===== config.mk =====
export PLATFORM = sky130hd
export DESIGN_NAME = mcu_ctrl_flat
export DESIGN_NICKNAME = d
export VERILOG_FILES = /design/src/rtl/mcu_ctrl_if.sv /design/src/rtl/mcu_ctrl.sv /design/src/flat_wrapper.sv
export SDC_FILE = /design/constraint.sdc
export NUM_CORES = 1
export LEC_CHECK = 0
export ABC_CLOCK_PERIOD_IN_PS = 2600
export CAP_MARGIN = 20
export CORE_MARGIN = 3
export CORE_UTILIZATION = 40
export CTS_CLUSTER_SIZE = 25
export DETAILED_ROUTE_END_ITERATION = 12
export PLACE_DENSITY = 0.73
export SYNTH_ARGS = -nofsm -noshare
export SYNTH_HDL_FRONTEND = slang
export SYNTH_SLANG_ARGS = --single-unit

===== constraint.sdc =====
create_clock -name clk -period 2.6 [get_ports clk]
set_input_delay 0.39 -clock clk [delete_from_list [all_inputs] [get_ports clk]]
set_output_delay 0.39 -clock clk [all_outputs]
set_load 0.01 [all_outputs]

===== src/rtl/mcu_ctrl_if.sv =====
`default_nettype none
// ============================================================================
// Module      : mcu_ctrl_if
// Description : Instruction/memory handshake and datapath control bundle
//               between the multicycle controller and its datapath.
// Revision    : 1.0 - initial release
// ============================================================================
interface mcu_ctrl_if;
    logic [31:0] instr;
    logic        mem_ready;
    logic        zero;
    logic [4:0]  ALUop;
    logic        PCWr;
    logic        IRWr;
    logic        RegWr;
    logic        MemRd;
    logic        MemWr;
    logic        ExtOp;
    logic        ALUSrcB;
    logic [1:0]  RegDst;
    logic [1:0]  MemtoReg;
    logic [1:0]  PCSrc;
    logic [2:0]  state;
    logic        illegal;

    // Controller side
    modport master (
        input  instr, mem_ready, zero,
        output ALUop, PCWr, IRWr, RegWr, MemRd, MemWr, ExtOp, ALUSrcB,
               RegDst, MemtoReg, PCSrc, state, illegal
    );

    // Datapath side
    modport slave (
        output instr, mem_ready, zero,
        input  ALUop, PCWr, IRWr, RegWr, MemRd, MemWr, ExtOp, ALUSrcB,
               RegDst, MemtoReg, PCSrc, state, illegal
    );
endinterface
`default_nettype wire


===== src/rtl/mcu_ctrl.sv =====
`default_nettype none
// ============================================================================
// Module      : mcu_ctrl
// Description : Five-state multicycle MIPS-subset controller (FETCH, DECODE,
//               EXE, MEM, WB) with sticky illegal-instruction detection.
// Revision    : 1.0 - initial release
// ============================================================================
module mcu_ctrl (
    input  wire logic  clk,
    input  wire logic  rst,
    mcu_ctrl_if.master bus
);

    localparam logic [5:0] OP_RTYPE = 6'b000000;
    localparam logic [5:0] OP_J     = 6'b000010;
    localparam logic [5:0] OP_JAL   = 6'b000011;
    localparam logic [5:0] OP_BEQ   = 6'b000100;
    localparam logic [5:0] OP_ADDIU = 6'b001001;
    localparam logic [5:0] OP_ORI   = 6'b001101;
    localparam logic [5:0] OP_LUI   = 6'b001111;
    localparam logic [5:0] OP_LW    = 6'b100011;
    localparam logic [5:0] OP_SW    = 6'b101011;

    localparam logic [5:0] F_SLL  = 6'b000000;
    localparam logic [5:0] F_SRL  = 6'b000010;
    localparam logic [5:0] F_SRA  = 6'b000011;
    localparam logic [5:0] F_SLLV = 6'b000100;
    localparam logic [5:0] F_SRLV = 6'b000110;
    localparam logic [5:0] F_SRAV = 6'b000111;
    localparam logic [5:0] F_JR   = 6'b001000;
    localparam logic [5:0] F_JALR = 6'b001001;
    localparam logic [5:0] F_ADD  = 6'b100000;
    localparam logic [5:0] F_ADDU = 6'b100001;
    localparam logic [5:0] F_SUB  = 6'b100010;
    localparam logic [5:0] F_SUBU = 6'b100011;
    localparam logic [5:0] F_AND  = 6'b100100;
    localparam logic [5:0] F_OR   = 6'b100101;
    localparam logic [5:0] F_XOR  = 6'b100110;
    localparam logic [5:0] F_NOR  = 6'b100111;
    localparam logic [5:0] F_SLT  = 6'b101010;
    localparam logic [5:0] F_SLTU = 6'b101011;

    typedef enum logic [2:0] {
        FETCH  = 3'd0,
        DECODE = 3'd1,
        EXE    = 3'd2,
        MEM    = 3'd3,
        WB     = 3'd4
    } state_t;

    state_t     cur_state;
    logic [5:0] op;
    logic [5:0] funct;
    logic       shamt_use;
    logic       illegal_q;
    logic [4:0] alu_op_q;

    logic       k_alu_r, k_imm, k_lw, k_sw, k_beq, k_j, k_jal, k_jr, k_jalr;
    logic       supported;
    logic [4:0] dec_alu;
    logic       dec_srcb, dec_ext;
    logic       unused_bits;

    // Rest of the instruction word is consumed by the datapath, not here
    assign unused_bits = ^{bus.instr[25:6], shamt_use};

    always_comb begin
        k_alu_r   = 1'b0;
        k_imm     = 1'b0;
        k_lw      = 1'b0;
        k_sw      = 1'b0;
        k_beq     = 1'b0;
        k_j       = 1'b0;
        k_jal     = 1'b0;
        k_jr      = 1'b0;
        k_jalr    = 1'b0;
        supported = 1'b1;
        dec_alu   = 5'd0;
        case (op)
            OP_RTYPE: begin
                k_alu_r = 1'b1;
                case (funct)
                    F_ADD, F_ADDU: dec_alu = 5'd0;
                    F_SUB, F_SUBU: dec_alu = 5'd1;
                    F_SLT:         dec_alu = 5'd2;
                    F_AND:         dec_alu = 5'd3;
                    F_NOR:         dec_alu = 5'd4;
                    F_OR:          dec_alu = 5'd5;
                    F_XOR:         dec_alu = 5'd6;
                    F_SLL:         dec_alu = 5'd7;
                    F_SRL:         dec_alu = 5'd8;
                    F_SLTU:        dec_alu = 5'd9;
                    F_SLLV:        dec_alu = 5'd12;
                    F_SRA:         dec_alu = 5'd13;
                    F_SRAV:        dec_alu = 5'd14;
                    F_SRLV:        dec_alu = 5'd15;
                    F_JR:   begin k_alu_r = 1'b0; k_jr   = 1'b1; dec_alu = 5'd11; end
                    F_JALR: begin k_alu_r = 1'b0; k_jalr = 1'b1; dec_alu = 5'd10; end
                    default: begin k_alu_r = 1'b0; supported = 1'b0; end
                endcase
            end
            OP_ADDIU: begin k_imm = 1'b1; dec_alu = 5'd0;  end
            OP_ORI:   begin k_imm = 1'b1; dec_alu = 5'd5;  end
            OP_LUI:   begin k_imm = 1'b1; dec_alu = 5'd16; end
            OP_LW:    begin k_lw  = 1'b1; dec_alu = 5'd0;  end
            OP_SW:    begin k_sw  = 1'b1; dec_alu = 5'd0;  end
            OP_BEQ:   begin k_beq = 1'b1; dec_alu = 5'd1;  end
            OP_J:     begin k_j   = 1'b1; dec_alu = 5'd0;  end
            OP_JAL:   begin k_jal = 1'b1; dec_alu = 5'd10; end
            default:  supported = 1'b0;
        endcase
        dec_srcb = k_imm | k_lw | k_sw;
        dec_ext  = (op == OP_ADDIU) | k_lw | k_sw | k_beq;
    end

    always_ff @(posedge clk) begin
        if (rst) begin
            cur_state <= FETCH;
            op        <= 6'd0;
            funct     <= 6'd0;
            shamt_use <= 1'b0;
            illegal_q <= 1'b0;
            alu_op_q  <= 5'd0;
        end else begin
            case (cur_state)
                FETCH: begin
                    alu_op_q <= 5'd0;
                    if (bus.mem_ready) begin
                        op        <= bus.instr[31:26];
                        funct     <= bus.instr[5:0];
                        shamt_use <= (bus.instr[31:26] == OP_RTYPE) &&
                                     ((bus.instr[5:0] == F_SLL) ||
                                      (bus.instr[5:0] == F_SRL) ||
                                      (bus.instr[5:0] == F_SRA));
                        cur_state <= DECODE;
                    end
                end
                DECODE: begin
                    if (supported) begin
                        alu_op_q  <= dec_alu;
                        cur_state <= EXE;
                    end else begin
                        illegal_q <= 1'b1;
                        cur_state <= FETCH;
                    end
                end
                EXE: begin
                    if (k_lw || k_sw) begin
                        cur_state <= MEM;
                    end else if (k_alu_r || k_imm) begin
                        cur_state <= WB;
                    end else begin
                        alu_op_q  <= 5'd0;
                        cur_state <= FETCH;
                    end
                end
                MEM: begin
                    if (bus.mem_ready) begin
                        if (k_lw) begin
                            cur_state <= WB;
                        end else begin
                            alu_op_q  <= 5'd0;
                            cur_state <= FETCH;
                        end
                    end
                end
                WB: begin
                    alu_op_q  <= 5'd0;
                    cur_state <= FETCH;
                end
                default: begin
                    alu_op_q  <= 5'd0;
                    cur_state <= FETCH;
                end
            endcase
        end
    end

    always_comb begin
        bus.PCWr     = 1'b0;
        bus.IRWr     = 1'b0;
        bus.RegWr    = 1'b0;
        bus.MemRd    = 1'b0;
        bus.MemWr    = 1'b0;
        bus.ExtOp    = 1'b0;
        bus.ALUSrcB  = 1'b0;
        bus.RegDst   = 2'd0;
        bus.MemtoReg = 2'd0;
        bus.PCSrc    = 2'd0;
        case (cur_state)
            FETCH: begin
                bus.MemRd = 1'b1;
                bus.IRWr  = bus.mem_ready;
                bus.PCWr  = bus.mem_ready;
            end
            EXE: begin
                bus.ALUSrcB = dec_srcb;
                bus.ExtOp   = dec_ext;
                if (k_beq) begin
                    bus.PCWr  = bus.zero;
                    bus.PCSrc = 2'd1;
                end
                if (k_j || k_jal) begin
                    bus.PCWr  = 1'b1;
                    bus.PCSrc = 2'd2;
                end
                if (k_jr || k_jalr) begin
                    bus.PCWr  = 1'b1;
                    bus.PCSrc = 2'd3;
                end
                if (k_jal || k_jalr) begin
                    bus.RegWr    = 1'b1;
                    bus.RegDst   = k_jal ? 2'd2 : 2'd1;
                    bus.MemtoReg = 2'd2;
                end
            end
            MEM: begin
                bus.ALUSrcB = dec_srcb;
                bus.ExtOp   = dec_ext;
                bus.MemRd   = k_lw;
                bus.MemWr   = k_sw;
            end
            WB: begin
                bus.ALUSrcB  = dec_srcb;
                bus.ExtOp    = dec_ext;
                bus.RegWr    = 1'b1;
                bus.RegDst   = k_alu_r ? 2'd1 : 2'd0;
                bus.MemtoReg = k_lw ? 2'd1 : 2'd0;
            end
            default: ;
        endcase
        // Reset kills every write strobe in the cycle it is asserted
        if (rst) begin
            bus.PCWr  = 1'b0;
            bus.IRWr  = 1'b0;
            bus.RegWr = 1'b0;
            bus.MemWr = 1'b0;
        end
    end

    assign bus.ALUop   = alu_op_q;
    assign bus.state   = cur_state;
    assign bus.illegal = illegal_q;

endmodule
`default_nettype wire


===== src/flat_wrapper.sv =====
// flat-port wrapper written by rule: the top's interface ports become plain ports
module mcu_ctrl_flat 
  (clk, rst, bus_instr, bus_mem_ready, bus_zero, bus_ALUop, bus_PCWr, bus_IRWr, bus_RegWr, bus_MemRd, bus_MemWr, bus_ExtOp, bus_ALUSrcB, bus_RegDst, bus_MemtoReg, bus_PCSrc, bus_state, bus_illegal);
  mcu_ctrl_if bus_i ();
  input  wire logic clk;
  input  wire logic rst;
  input wire logic [$bits(bus_i.instr)-1:0] bus_instr;
  input wire logic [$bits(bus_i.mem_ready)-1:0] bus_mem_ready;
  input wire logic [$bits(bus_i.zero)-1:0] bus_zero;
  output wire logic [$bits(bus_i.ALUop)-1:0] bus_ALUop;
  output wire logic [$bits(bus_i.PCWr)-1:0] bus_PCWr;
  output wire logic [$bits(bus_i.IRWr)-1:0] bus_IRWr;
  output wire logic [$bits(bus_i.RegWr)-1:0] bus_RegWr;
  output wire logic [$bits(bus_i.MemRd)-1:0] bus_MemRd;
  output wire logic [$bits(bus_i.MemWr)-1:0] bus_MemWr;
  output wire logic [$bits(bus_i.ExtOp)-1:0] bus_ExtOp;
  output wire logic [$bits(bus_i.ALUSrcB)-1:0] bus_ALUSrcB;
  output wire logic [$bits(bus_i.RegDst)-1:0] bus_RegDst;
  output wire logic [$bits(bus_i.MemtoReg)-1:0] bus_MemtoReg;
  output wire logic [$bits(bus_i.PCSrc)-1:0] bus_PCSrc;
  output wire logic [$bits(bus_i.state)-1:0] bus_state;
  output wire logic [$bits(bus_i.illegal)-1:0] bus_illegal;
  assign bus_i.instr = bus_instr;
  assign bus_i.mem_ready = bus_mem_ready;
  assign bus_i.zero = bus_zero;
  assign bus_ALUop = bus_i.ALUop;
  assign bus_PCWr = bus_i.PCWr;
  assign bus_IRWr = bus_i.IRWr;
  assign bus_RegWr = bus_i.RegWr;
  assign bus_MemRd = bus_i.MemRd;
  assign bus_MemWr = bus_i.MemWr;
  assign bus_ExtOp = bus_i.ExtOp;
  assign bus_ALUSrcB = bus_i.ALUSrcB;
  assign bus_RegDst = bus_i.RegDst;
  assign bus_MemtoReg = bus_i.MemtoReg;
  assign bus_PCSrc = bus_i.PCSrc;
  assign bus_state = bus_i.state;
  assign bus_illegal = bus_i.illegal;
  mcu_ctrl u_core (.clk(clk), .rst(rst), .bus(bus_i));
endmodule

==> results_dict.tcl, run 1 <==
set metrics [dict create \
    crit_buf_inv 1 \
    yosys_most_used_dff "dfxtp_1" \
    yosysUniqueCellTypes 50 \
    fin_cells 306 \
    core-area_um2 3740 \
    via_count 1632 \
    syn_area_um2 1590 \
    dp_cells 302 \
    finalMaxSlewViolations 0 \
    root_buffer "clkbuf_8" \
    outcome "finished clean" \
    start_util_pct 42.5 \
    first_pass_iters 6 \
    slowest_stage "dfxtp_1" \
    critical_path_class "flip-flop to output port" \
    place_hpwl_um 3200 \
    overflow 0 \
    crit_fanout 13 \
    async_flop_share_pct 0 \
    period_needed_ns 2.51 \
    cp-end-kind "output port" \
    hold_viol 0 \
    finalSetupViolCount 0 \
    slew_headroom_pct 64.1 \
    cts_tree "built" \
    rsz0062_at_grt "true" \
    worstMarginPinSlew_ns 0.538 \
    syn_inst 214 \
    antenna_found_initial 0 \
    p_seq_share_pct 40.9 \
    area_delta_synth_final_pct 32.0 \
    via_per_inst 5.33 \
    cts_buffers 3 \
    postCtsHoldBufs 0 \
    arrival_ns 2.12 \
    clockPowerShare_pct 23.9 \
    clk_latency_ns 0.26 \
    drive_gt1_share_pct 19.4 \
    period_share_pct 96.6 \
    grt_use_total_pct 17.5 \
    die_y_um 69.1 \
    cp.required_ns 2.21 \
    ant_nets 0 \
    synth_seq_cells 21 \
    layout.nets 295 \
    slowest_delay_ns 0.67 \
    avgSynthCellArea_um2 7.43 \
    cts.clk_slew.worst_paths_ns 0.08 \
    synth_edf_count 0 \
    seq_area_um2 422 \
    final_util_pct 56.1 \
    yosysSeqAreaShare_pct 26.4 \
    drtIter0Drc 107 \
    intPower_mw 0.602 \
    ir_drop_mv 0.237 \
    dieArea_um2 4770 \
    cap_violations 0 \
    grt_start_max_net_pins 19 \
    grt_pass1_vias 1450 \
    wl_um 4170 \
    rows 22 \
    wl_per_cell_um 13.6 \
    power_mw 0.899 \
    p_sw_share_pct 33.0 \
    comb_power_share_pct 35.2 \
    fin_ws_ns 0.0876 \
    multi_input_area_um2 1010 \
    num_io_pins 58 \
    critPathTopFamily "flip-flops" \
    drc_errors 0 \
    p_per_area_nw_per_um2 428 \
    place_ws_ns 0.0401 \
    portBuffers 37 \
    clockBufferDepth 2 \
    die_w_um 69.1 \
    worstPathCellList "and3_1 > o21ai_0 > a211oi_1 > clkdlybuf4s50_1" \
    yosysWarningCount 0 \
    p_switching_mw 0.297 \
    hp-class "flip-flop to flip-flop" \
    finClkSkew_ns 0.00492 \
    grt_pass1_wl_um 6960 \
    fillers 380 \
    cts_max_level 1 \
    n_antenna_cell 0 \
    clock.fmax_mhz 398 \
    syn_nets 250 \
    leakagePower_nw 0.809 \
    crit_path_start_kind "flip-flop" \
    clkSinkCount 21 \
    globalplace.congestion 0.884 \
]
## logic make-up after synthesis
kind of cell / count (synthesis) / synth area share [%]
compound gates: 59 / 25.2
flops: 21 / 26.4
simple gates: 107 / 35.4
buf+inv: 27 / 13.0
## placed cells by master, fill, tap and decap left out, types with 2 or more instances in the layout
master | netlist | layout
dfxtp_1 | 21 | 20
a21oi_1 | 21 | 19
nand2_1 | 37 | 36
o32ai_1 | 3 | 3
and2_1 | 2 | 2
clkdlybuf4s50_1 | 0 | 30
dlymetal6s2s_1 | 0 | 3
nand2b_1 | 7 | 7
o211ai_1 | 3 | 3
nor3b_1 | 3 | 3
clkbuf_8 | 9 | 3
buf_4 | 0 | 19
and3_1 | 2 | 2
inv_1 | 10 | 10
nand3b_1 | 2 | 2
a31oi_1 | 5 | 5
nand3_1 | 4 | 4
nor2_2 | 0 | 3
nor2_1 | 19 | 16
dlygate4sd2_1 | 0 | 4
nor3_1 | 14 | 12
o22ai_1 | 2 | 2
o21ai_0 | 9 | 8
nor4_1 | 2 | 2
a211oi_1 | 2 | 2
a21oi_2 | 0 | 2
## cells in the mapped netlist, types with 2 or more instances
cell	n	area, um^2
a211oi_1	2	15.0
clkbuf_1	6	22.5
and2_1	2	12.5
dfxtp_1	21	420
inv_1	10	37.5
or3_2	2	15.0
nand3b_1	2	15.0
o22ai_1	2	12.5
nor2_1	19	71.3
nand2b_1	7	43.8
nor3b_1	3	22.5
nor3_1	14	70.1
nor4_1	2	12.5
o21ai_0	9	45.0
a21oi_1	21	105
o211ai_1	3	22.5
nand3_1	4	20.0
o32ai_1	3	26.3
nand2_1	37	139
and3_1	2	12.5
a31oi_1	5	31.3
clkbuf_8	9	124
buf_6	2	22.5
## power groups by stage
| stage | sequential (mW) | combinational, mW | clock [mW] |
|---|---|---|---|
| after floorplan | 0.367 | 0.209 | 0 |
| after global placement | 0.372 | 0.301 | 0 |
| after detailed placement | 0.373 | 0.307 | 0 |
| after CTS | 0.367 | 0.313 | 0.222 |
| after global routing | 0.372 | 0.348 | 0.231 |
| final | 0.368 | 0.316 | 0.215 |
## worst reg2reg max path, stage by stage, from the launching register on
cell and delay, ns:
dfxtp_1 0.32, or4_4 0.56, buf_4 0.17, nor4_4 0.20
o211ai_2 0.15, a311oi_2 0.32, a211oi_2 0.11, o32ai_1 0.23
## what timing repair did
action	4_1_cts	5_1_grt
setup buffers	0	0
resized for setup	10	12
endpoints found under the setup margin	8	8
endpoints found under the hold margin	0	0
## layer usage
layer / wire length [um] / vias to the layer above / GRT usage (%)
li1: - / 844 / -
met1: 1910 / 722 / 24.4
met2: 1880 / 58 / 26.3
met3: 287 / 8 / 2.04
met4: 83 / 0 / 8.89
met5: 0 / - / 0
## through the flow
step                      hold slack, ns  area [um^2]  setup TNS (ns)
after floorplan                    0.470         1590               0
after global placement             0.437         2000               0
after detailed placement           0.445         2000               0
after CTS                          0.457         2070               0
after global routing               0.481         2100         -0.0554
final                              0.449         2100               0
## worst paths after layout
kind / from / cells after the start / end / slack [ns]
worst max-delay path: u_core.op[3] / 4 / bus_ExtOp / 0.09
worst min-delay path: u_core.bus.illegal / 2 / u_core.bus.illegal / 0.45
worst max register to register: u_core.op[4] / 7 / u_core.bus.ALUop[0] / 0.44
worst min register to register: u_core.bus.illegal / 2 / u_core.bus.illegal / 0.45
## layout make-up
class	instances	area share, %
Clock buffer	3	1.97
Timing Repair Buffer	57	25.1
Tap cell	48	2.86
Sequential cell	21	20.1
Multi-Input combinational cell	166	48.0
Clock inverter	1	0.238
Inverter	10	1.79
## registers in the layout, summed over array words and instances, names as in the netlist
register            cells
u_core.bus.ALUop        5
u_core.bus.illegal      1
u_core.bus.state        3
u_core.funct            6
u_core.op               6
(Power assumes the default switching activity.)
==> run 2, diff against run 1 <==
--- a/config.mk
+++ b/config.mk
@@ -12,6 +12,7 @@
 export CTS_CLUSTER_SIZE = 25
 export DETAILED_ROUTE_END_ITERATION = 12
 export PLACE_DENSITY = 0.73
+export RECOVER_POWER = 50
 export SYNTH_ARGS = -nofsm -noshare
 export SYNTH_HDL_FRONTEND = slang
 export SYNTH_SLANG_ARGS = --single-unit
==> run 2 against run 1 <==
  * Non-clock buffer count stayed put
  * Register-to-register slack barely moved
  * Hold slack worse by 0.0036 ns
  * Largest power group unchanged
  * Highest routed layer unchanged
==> results_dict.tcl, run 2 (synthesized netlist as in run 1, its figures left out) <==
set metrics [dict create \
    wl_per_cell_um 13.6 \
    drive_gt1_share_pct 18.6 \
    globalplace.congestion 0.884 \
    design_area_um2 2090 \
    finalMaxSlewViolations 0 \
    worstPathCellList "and3_1 > o21ai_0 > a211oi_1 > clkdlybuf4s50_1" \
    grt_pass1_wl_um 6960 \
    fin_ws_ns 0.0932 \
    final_util_pct 55.9 \
    period_needed_ns 2.51 \
    area_delta_synth_final_pct 31.7 \
    cp.required_ns 2.21 \
    first_pass_iters 5 \
    hold_viol 0 \
    cts-resized-gates 10 \
    cts_buffers 3 \
    dieArea_um2 4770 \
    overflow 0 \
    cap_violations 0 \
    clock.fmax_mhz 399 \
    drtIter0Drc 98 \
    most-common-layout-cells "nand2_1 (36), clkdlybuf4s50_1 (24), dfxtp_1 (21), a21oi_1 (19), buf_4 (18)" \
    clockBufferDepth 2 \
    p_per_area_nw_per_um2 428 \
    critical_path_class "flip-flop to output port" \
    root_buffer "clkbuf_8" \
    layout.nets 295 \
    die_y_um 69.1 \
    rows 22 \
    num_io_pins 58 \
    critPathTopFamily "flip-flops" \
    die_w_um 69.1 \
    reg2reg_depth 7 \
    clkSinkCount 21 \
    drc_errors 0 \
    dp_cells 302 \
    fin_cells 306 \
    place_ws_ns 0.0401 \
    cts.clk_slew.worst_paths_ns 0.08 \
    finClkSkew_ns 0.00522 \
    period_share_pct 96.4 \
    arrival_ns 2.12 \
    grt_pass1_vias 1450 \
    postCtsSetupRepairBufs 0 \
    finalSetupViolCount 0 \
    core-area_um2 3740 \
    outcome "finished clean" \
    hp-class "flip-flop to flip-flop" \
    postCtsHoldBufs 0 \
    worstMarginPinSlew_ns 0.532 \
    rsz0062_at_grt "true" \
    min_path_cells 2 \
    start_util_pct 42.5 \
    n_antenna_cell 0 \
    cts_tree "built" \
    slew_headroom_pct 64.5 \
    cp-end-kind "output port" \
    wl_um 4160 \
    place_area_um2 2000 \
    grt_use_total_pct 17.5 \
    layout_commonest_cell "nand2_1" \
    ant_nets 0 \
    path_depth 4 \
    slowest_stage "dfxtp_1" \
    place_hpwl_um 3200 \
    antenna_found_initial 0 \
    ir_drop_mv 0.236 \
    crit_fanout 13 \
    grt_start_max_net_pins 19 \
    via_count 1638 \
    cts_max_level 1 \
    clk_latency_ns 0.26 \
    portBuffers 37 \
    crit_path_start_kind "flip-flop" \
    via_per_inst 5.35 \
    power_mw 0.896 \
    slowest_delay_ns 0.66 \
    crit_buf_inv 1 \
    leakagePower_nw 0.825 \
]
run 2: layout make-up:
type	count	area [um^2]
Clock buffer	3	41.3
Clock inverter	1	5.00
Fill cell	380	1650
Inverter	10	37.5
Multi-Input combinational cell	166	1010
Sequential cell	21	420
Tap cell	48	60.1
Timing Repair Buffer	57	523
run 2: worst paths after layout:
kind,start,endpoint,slack (ns)
min,u_core.bus.illegal,u_core.bus.illegal,0.45
min reg2reg,u_core.bus.illegal,u_core.bus.illegal,0.45
max,u_core.op[3],bus_ExtOp,0.09
max reg2reg,u_core.op[4],u_core.bus.ALUop[0],0.43
run 2: through the flow:
stage | hold WS (ns) | TNS [ns]
6_report | 0.446 | 0
5_1_grt | 0.478 | -0.0723
4_1_cts | 0.457 | 0
3_5_place_dp | 0.445 | 0
3_3_place_gp | 0.437 | 0
2_1_floorplan | 0.470 | 0
run 2: layer usage:
layer	global-route usage, %	routed length [um]	vias up	share of wire [%]
li1	-	-	849	-
met1	24.4	1960	723	47
met2	26.3	1860	58	45
met3	2.04	257	8	6.2
met4	8.89	83	0	2.0
met5	0	0	-	0
run 2: power breakdown:
group          internal [mW]  switching, mW  total (mW)
Sequential             0.341         0.0263       0.367
Combinational          0.151          0.162       0.314
Clock                  0.107          0.108       0.214
Total                  0.599          0.296       0.896
run 2: worst reg2reg max path, delay by kind of cell, from the launching register on:
family	cells	cell delay (ns)
compound gates	4	0.82
flops	1	0.32
simple gates	2	0.76
buf+inv	1	0.17
